--- src/rtl/fetch_unit.sv ---
`default_nettype none
// ============================================================================
// Module      : fetch_unit
// Description : Instruction fetch stage; owns the PC, issues word reads, queues
//               responses in order and hands (ir, pc) to decode. Handles
//               redirect flush/drop and sticky halt.
//               Optional: FETCH_PERF_CNT_EN adds perf_fetched/dropped/stall.
// Revision    : 1.0 - initial release
// ============================================================================
module fetch_unit #(
    parameter logic [31:0] RESET_PC    = 32'h0000_0000,
    parameter int          QUEUE_DEPTH = 2
) (
    input  logic        clk,
    input  logic        rst,
    output logic        imem_req_valid,
    input  logic        imem_req_ready,
    output logic [31:0] imem_addr,
    input  logic        imem_rsp_valid,
    input  logic [31:0] imem_rdata,
    input  logic        redirect,
    input  logic [31:0] redirect_pc,
    input  logic        halt,
    output logic        ir_valid,
    input  logic        ir_ready,
    output logic [31:0] ir,
    output logic [31:0] pc
`ifdef FETCH_PERF_CNT_EN
    ,
    output logic [31:0] perf_fetched,
    output logic [31:0] perf_dropped,
    output logic [31:0] perf_stall
`endif
);

    localparam int          c_AW    = $clog2(QUEUE_DEPTH);
    localparam int          c_CW    = c_AW + 1;
    localparam logic [c_CW:0] c_DEPTH = (c_CW + 1)'(QUEUE_DEPTH);
    localparam logic [31:0] c_NOP   = 32'h0000_0013;

    logic [31:0]     r_fetch_pc;
    logic [31:0]     r_pend_pc [QUEUE_DEPTH];
    logic [c_AW-1:0] r_pend_wr;
    logic [c_AW-1:0] r_pend_rd;
    logic [31:0]     r_q_ir [QUEUE_DEPTH];
    logic [31:0]     r_q_pc [QUEUE_DEPTH];
    logic [c_AW-1:0] r_q_wr;
    logic [c_AW-1:0] r_q_rd;
    logic [c_CW-1:0] r_q_count;
    logic [c_CW-1:0] r_outstanding;
    logic [c_CW-1:0] r_drop_cnt;
    logic            r_halted;
    logic [31:0]     r_last_pc;

    logic            w_flush;
    logic            w_redir;
    logic            w_accept;
    logic            w_dropping;
    logic            w_pend_pop;
    logic            w_push;
    logic            w_pop;
    logic [c_CW-1:0] w_out_next;
    logic            w_unused;

    assign w_unused = &{1'b0, redirect_pc[1:0]};

    // A redirect or halt while already halted has no effect.
    assign w_redir    = !r_halted && redirect;
    assign w_flush    = !r_halted && (redirect || halt);
    assign w_dropping = (r_drop_cnt != '0);

    assign imem_req_valid = !rst && !r_halted && !redirect &&
                            (({1'b0, r_outstanding} + {1'b0, r_q_count}) < c_DEPTH);
    assign imem_addr      = r_fetch_pc;
    assign w_accept       = imem_req_valid && imem_req_ready;

    assign w_pend_pop = imem_rsp_valid && !w_dropping;
    assign w_push     = w_pend_pop && !w_flush && !r_halted;
    assign ir_valid   = (r_q_count != '0);
    assign w_pop      = ir_valid && ir_ready && !w_flush;
    assign ir         = ir_valid ? r_q_ir[r_q_rd] : c_NOP;
    assign pc         = ir_valid ? r_q_pc[r_q_rd] : r_last_pc;

    // Responses are always retired from the outstanding count, kept or not.
    assign w_out_next = r_outstanding + c_CW'(w_accept) - c_CW'(imem_rsp_valid);

    always_ff @(posedge clk or posedge rst) begin
        if (rst) begin
            r_fetch_pc    <= RESET_PC;
            r_pend_wr     <= '0;
            r_pend_rd     <= '0;
            r_q_wr        <= '0;
            r_q_rd        <= '0;
            r_q_count     <= '0;
            r_outstanding <= '0;
            r_drop_cnt    <= '0;
            r_halted      <= 1'b0;
            r_last_pc     <= RESET_PC;
        end else begin
            r_outstanding <= w_out_next;
            if (ir_valid) begin
                r_last_pc <= r_q_pc[r_q_rd];
            end

            if (w_redir) begin
                r_fetch_pc <= {redirect_pc[31:2], 2'b00};
            end else if (w_accept) begin
                r_fetch_pc <= r_fetch_pc + 32'd4;
            end

            if (w_flush) begin
                r_halted   <= r_halted || halt;
                r_pend_wr  <= '0;
                r_pend_rd  <= '0;
                r_q_wr     <= '0;
                r_q_rd     <= '0;
                r_q_count  <= '0;
                // Every request still in flight (including any accepted now)
                // becomes stale; a response arriving now is already discarded.
                r_drop_cnt <= w_out_next;
            end else begin
                if (imem_rsp_valid && w_dropping) begin
                    r_drop_cnt <= r_drop_cnt - 1'b1;
                end
                if (w_accept) begin
                    r_pend_wr <= r_pend_wr + 1'b1;
                end
                if (w_pend_pop) begin
                    r_pend_rd <= r_pend_rd + 1'b1;
                end
                if (w_push) begin
                    r_q_wr <= r_q_wr + 1'b1;
                end
                if (w_pop) begin
                    r_q_rd <= r_q_rd + 1'b1;
                end
                r_q_count <= r_q_count + c_CW'(w_push) - c_CW'(w_pop);
            end
        end
    end

    always_ff @(posedge clk) begin
        if (w_accept) begin
            r_pend_pc[r_pend_wr] <= r_fetch_pc;
        end
        if (w_push) begin
            r_q_ir[r_q_wr] <= imem_rdata;
            r_q_pc[r_q_wr] <= r_pend_pc[r_pend_rd];
        end
    end

    always @(posedge clk) begin
        if (!rst) begin
            assert (!(w_push && !w_pop && ({1'b0, r_q_count} == c_DEPTH)));
        end
    end

`ifdef FETCH_PERF_CNT_EN
    logic [31:0] r_perf_fetched;
    logic [31:0] r_perf_dropped;
    logic [31:0] r_perf_stall;

    always_ff @(posedge clk or posedge rst) begin
        if (rst) begin
            r_perf_fetched <= '0;
            r_perf_dropped <= '0;
            r_perf_stall   <= '0;
        end else begin
            if (w_push) begin
                r_perf_fetched <= r_perf_fetched + 32'd1;
            end
            if (imem_rsp_valid && !w_push) begin
                r_perf_dropped <= r_perf_dropped + 32'd1;
            end
            if (!ir_valid && !r_halted) begin
                r_perf_stall <= r_perf_stall + 32'd1;
            end
        end
    end

    assign perf_fetched = r_perf_fetched;
    assign perf_dropped = r_perf_dropped;
    assign perf_stall   = r_perf_stall;
`endif

endmodule
`default_nettype wire

--- config.mk ---
export PLATFORM = sky130hd
export DESIGN_NAME = fetch_unit
export DESIGN_NICKNAME = d
export VERILOG_FILES = /design/src/rtl/fetch_unit.sv
export SDC_FILE = /design/constraint.sdc
export NUM_CORES = 1
export LEC_CHECK = 0
export ABC_AREA = 0
export CAP_MARGIN = 20
export CORE_MARGIN = 2
export CORE_UTILIZATION = 32
export CTS_CLUSTER_SIZE = 14
export DETAILED_ROUTE_END_ITERATION = 12
export HOLD_SLACK_MARGIN = 0.02
export PLACE_DENSITY = 0.55
export SLEW_MARGIN = 40
export SYNTH_ARGS = -nofsm -noshare
export SYNTH_HDL_FRONTEND = slang
export SYNTH_SLANG_ARGS = --single-unit
--- constraint.sdc ---
create_clock -name clk -period 3.9 [get_ports clk]
set_input_delay 0.78 -clock clk [delete_from_list [all_inputs] [get_ports clk]]
set_output_delay 0.78 -clock clk [all_outputs]
set_load 0.05 [all_outputs]
### Word-level counts from Yosys, hierarchy flattened

Memory sizes are Yosys's and may differ from the RTL's.
Cells that the tools add are included.

| storage, ports and cells | value |
|---|---|
| memory bits (writable) | 192 |
| register bits after elaboration | 75 |
| logic and storage cells | 71 |
| memories | 3 |

Memories:

| memory | words | bits a word | read ports | clocked after Yosys merged registers in | write ports | line | text |
|---|---|---|---|---|---|---|---|
| r_pend_pc | 2 | 32 | 1 | 0 | 1 | 42 | `logic [31:0] r_pend_pc [QUEUE_DEPTH];` |
| r_q_ir | 2 | 32 | 1 | 0 | 1 | 45 | `logic [31:0] r_q_ir [QUEUE_DEPTH];` |
| r_q_pc | 2 | 32 | 1 | 0 | 1 | 46 | `logic [31:0] r_q_pc [QUEUE_DEPTH];` |

| cells by class | value |
|---|---|
| muxes and demuxes | 19 |
| magnitude comparators | 1 |
| $add $sub $neg | 11 |
| reductions and logical operators | 27 |

Operators with widths:

| kind | count |
|---|---|
| $mux W32 | 4 |
| $add A32 B3 Y32 const B | 1 |
| $reduce_bool A2 Y1 | 8 |
| $logic_and A1 B1 Y1 | 12 |
| $mux W1 | 12 |
| $mux W2 | 3 |
| $logic_not A1 Y1 | 5 |
| $add A1 B1 Y1 const B | 4 |
| $add A2 B1 Y2 | 2 |
| $sub A2 B1 Y2 | 2 |
| $add A2 B2 Y3 | 1 |
| $lt A3 B2 Y1 const B | 1 |
| $logic_or A1 B1 Y1 | 2 |
| $sub A2 B1 Y2 const B | 1 |

### Logic depth before layout (Yosys ltp)

| logic depth | value |
|---|---|
| depth in word-level cells | 8 |
| depth in mapped cells | 12 |
| depth with buffers taken out | 12 |

### Least setup slack after synthesis

OpenSTA, ideal clock, no wires.

| timing path | value |
|---|---|
| path kind | input port to flip-flop |
| from | in halt |
| to | mem r_q_ir[0][0], enable pin |
| required time | 3418 ps |
| stages | 3 |
| buffers on the path | 1 |
| slack | -602 ps |
| arrival time | 4020 ps |
| cells stage by stage | or4_1 clkbuf_1 nor2_1 |

| on the way | value |
|---|---|
| word-level cells in the longest chain between the ends | 7 |

RTL lines:

| what | line | text |
|---|---|---|
| from (decl) | 23 | `input logic halt,` |
| $logic_or A1 B1 Y1 | 69 | `assign w_flush = !r_halted && (redirect \|\| halt);` |
| $logic_and A1 B1 Y1 | 69 |  |
| $logic_not A1 Y1 | 78 | `assign w_push = w_pend_pop && !w_flush && !r_halted;` |
| $logic_and A1 B1 Y1 (2 in series) | 78 |  |
| $mux W1 | 146 | `if (w_push) begin` |
| $mux W1 (not written as such) | 147 | `r_q_ir[r_q_wr] <= imem_rdata;` |
| to (decl) | 45 |  |

Every way passes these cells.

### Worst setup path in the final report

| timing path | value |
|---|---|
| from | reg r_q_rd |
| to | out pc[18] |

| on the way | value |
|---|---|
| word-level cells in the longest chain between the ends | 2 |

RTL lines:

| what | line | text |
|---|---|---|
| from (decl) | 48 | `logic [c_AW-1:0] r_q_rd;` |
| from (signal assigned) | 135 | `r_q_rd <= r_q_rd + 1'b1;` |
| $mem_v2 Z2 W32 | - |  |
| $mux W32 | 82 | `assign pc = ir_valid ? r_q_pc[r_q_rd] : r_last_pc;` |
| to (decl) | 27 | `output logic [31:0] pc` |

Every way passes these cells.

==> qor.yml <==
outcome: "complete, no violations"
initial_utilization_pct: 32.2
timing.fmax_ghz: 0.286
yosys.area.top_type_share_pct: 54.7
io_pins: 169
drc: 0
rr_worst_depth: 12
hold_buffers: 0
tightest_slew_ns: 0.693
period_share_pct: 89.6
synth_area_leaders: "edfxtp_1 (55%), dfrtp_1 (18%), mux2i_1 (6.3%)"
required_ns: 3.12
cp-start-kind: "register"
grtUsageMet1_pct: 18.0
slew_headroom_pct: 53.8
maxCapViolCount: 0
hpwlAfterDp_um: 13500
rsz0062_at_grt: "false"
ctsResizeCount: 0
dr.pass1.iters: 4
synth.distinct_cells: 40
crit_arrival_ns: 2.71
timing.rr.start: "r_q_count[0]"
wl_per_cell_um: 16.5
synth_largest_area_cell: "edfxtp_1"
grt_pass1_vias: 5642
holdPathEnd: "r_last_pc[0]"
synth_simple_gate_area_share_pct: 8.63
post_dp_cell_area_mm2: 0.0123
final_util_pct: 42.2
wl_um: 21100
p_clk_share_pct: 26.4
avgViaCountPerCell: 4.48
fin_skew_ns: 0.00912
layout_common_cells: "edfxtp_1 (184), clkdlybuf4s50_1 (163), dfrtp_1 (72)"
clkSinkCount: 257
top_usage_layer: "met2"
muxShareOfSynthArea_pct: 9.69
row_count: 65
setup_viol: 0
synthAdderAreaFrac_pct: 0.942
cp-end-kind: "output port"
numCtsBuffers: 28
hold_viol: 0
async_flop_share_pct: 28.4
antenna_found_initial: 0
p_seq_share_pct: 36.1
gp_congestion: 0.769
cts_tree: "built"
synth-main-ff-cell: "edfxtp_1"
initialDrtViolationCount: 298
synth_edf_count: 184
fp.dieH_um: 182
p_int_w: 0.00598
power_frac_comb_pct: 37.5
hp-class: "reg2reg"
fillers: 2845
cts_setup_buffers: 0
core_mm2: 0.0313
yosys_warnings: 0
port_buffers: 164
min_period_ns: 3.49
area_growth_pct: 30.8
min_path_cells: 1
p_leak_nw: 4.80
final_common_cell: "edfxtp_1"
die-area_mm2: 0.0330
nNetsFinal: 936
syn_area_per_cell_um2: 14.8
r2r_end: "r_drop_cnt[1]"
synthXorXnorAreaFrac_pct: 2.60
holdCritStartpoint: "r_last_pc[0]"
power.density_mw_per_mm2: 722
switching_share_pct: 37.3
ys_seq_area_share_pct: 72.8
clk_latency_ns: 0.53
criticalPathCategory: "reg2out"
n_antenna_cell: 0
die_x_um: 182
switchingPower_w: 0.00356
cts-htree-levels: 1
vdd_drop_max_uv: 307
grt-ovfl-total: 0
worstPathMaxFanout: 18
synthCells: 680
drv_slew: 0
synth_compound_area_share_pct: 3.59
finalHoldWorstSlack_ns: 0.481
ys_seq_elements: 257
met3_usage_pct: 2.97
gr-usage-all-layers_pct: 12.7
p_total_w: 0.00954
antenna_left: 0
cts-root-buf: "clkbuf_16"
final_layout_size_suffix_gt1_share_pct: 11.3
grt_max_degree: 93
grt_pass1_wl_um: 33000
reg2reg_slack_ns: 0.94
vias: 5748
grtUsageMet2_pct: 19.8
clkTransAtPathRegs_ns: 0.06
synth_top_family_by_area: "multiplexers"
synth_area_mm2: 0.0101
stdcell_area_mm2: 0.0132
clock_path_buffers: 3
==> worst max-delay path by stage <==
stage	startpoint	end	slack [ns]
after floorplan	halt	r_q_ir[0][0]	-0.60
after global placement	redirect	r_drop_cnt[1]	0.61
after detailed placement	redirect	r_drop_cnt[1]	0.55
after CTS	r_q_rd	pc[2]	0.31
after global routing	r_q_count[1]	pc[11]	0.23
final	r_q_rd	pc[18]	0.41
==> logic make-up (layout without fill, tap and decap cells) <==
logic type | count (synthesis) | count (layout)
compound gates | 69 | 69
xor+xnor | 30 | 30
fa+ha+maj | 7 | 7
buf+inv | 40 | 239
flops | 257 | 257
mux | 94 | 94
other cells | 1 | 2
simple gates | 182 | 182
==> cells in the mapped netlist (3+ instances only) <==
library cell / n
a21oi_1: 4
a31oi_1: 4
and2_1: 5
and3_1: 9
buf_1: 6
buf_4: 3
clkbuf_1: 22
dfrtp_1: 73
edfxtp_1: 184
ha_1: 6
inv_1: 8
mux2_2: 30
mux2i_1: 64
nand2_1: 69
nand3_1: 15
nand4_1: 11
nor2_1: 52
o21ai_0: 56
or3_1: 4
xnor2_1: 7
xor2_1: 23
==> power by group through the flow <==
stage	Combinational (W)	Clock (W)	Sequential (W)
5_1_grt	0.00380	0.00272	0.00348
3_3_place_gp	0.00361	0	0.00349
6_report	0.00358	0.00252	0.00344
3_5_place_dp	0.00363	0	0.00350
4_1_cts	0.00363	0.00260	0.00345
2_1_floorplan	0.00235	0	0.00352
==> registers in the layout, indices dropped and copies added, names as in the netlist <==
| signal | flops |
|---|---|
| imem_addr | 30 |
| r_drop_cnt | 2 |
| r_halted | 1 |
| r_last_pc | 32 |
| r_outstanding | 2 |
| r_pend_pc | 60 |
| r_pend_rd | 1 |
| r_pend_wr | 1 |
| r_q_count | 2 |
| r_q_ir | 64 |
| r_q_pc | 60 |
| r_q_rd | 1 |
| r_q_wr | 1 |
==> stage by stage <==
step / cells / setup WS, ns / setup TNS [ns]
6_report: 1282 / 0.405 / 0
5_1_grt: 1282 / 0.232 / 0
4_1_cts: 1282 / 0.311 / 0
3_5_place_dp: 1230 / 0.554 / 0
3_3_place_gp: 1230 / 0.612 / 0
2_1_floorplan: 681 / -0.602 / -74.64
==> final cells by class <==
class	instances	area, µm²	area share, %
clock buffers	40	777	5.89
clock inverters	12	109	0.825
inverters	8	35.0	0.265
multi-input cells	384	2610	19.7
flip-flops and latches	257	7360	55.7
well taps	402	503	3.81
repair buffers	179	1810	13.7
==> layer usage <==
| layer | part of all wire [%] | wire length (µm) |
|---|---|---|
| met1 | 48 | 10100 |
| met2 | 45 | 9430 |
| met3 | 5.8 | 1230 |
| met4 | 1.4 | 302 |
| met5 | 0 | 0 |
==> worst max-delay path: stages, from the launching register on <==
cell and delay, ns:
dfrtp_4 0.65, buf_4 0.29, mux2i_1 0.14, o21ai_0 0.22, clkdlybuf4s50_1 0.88
No activity file was read; power rests on OpenSTA's default activity.
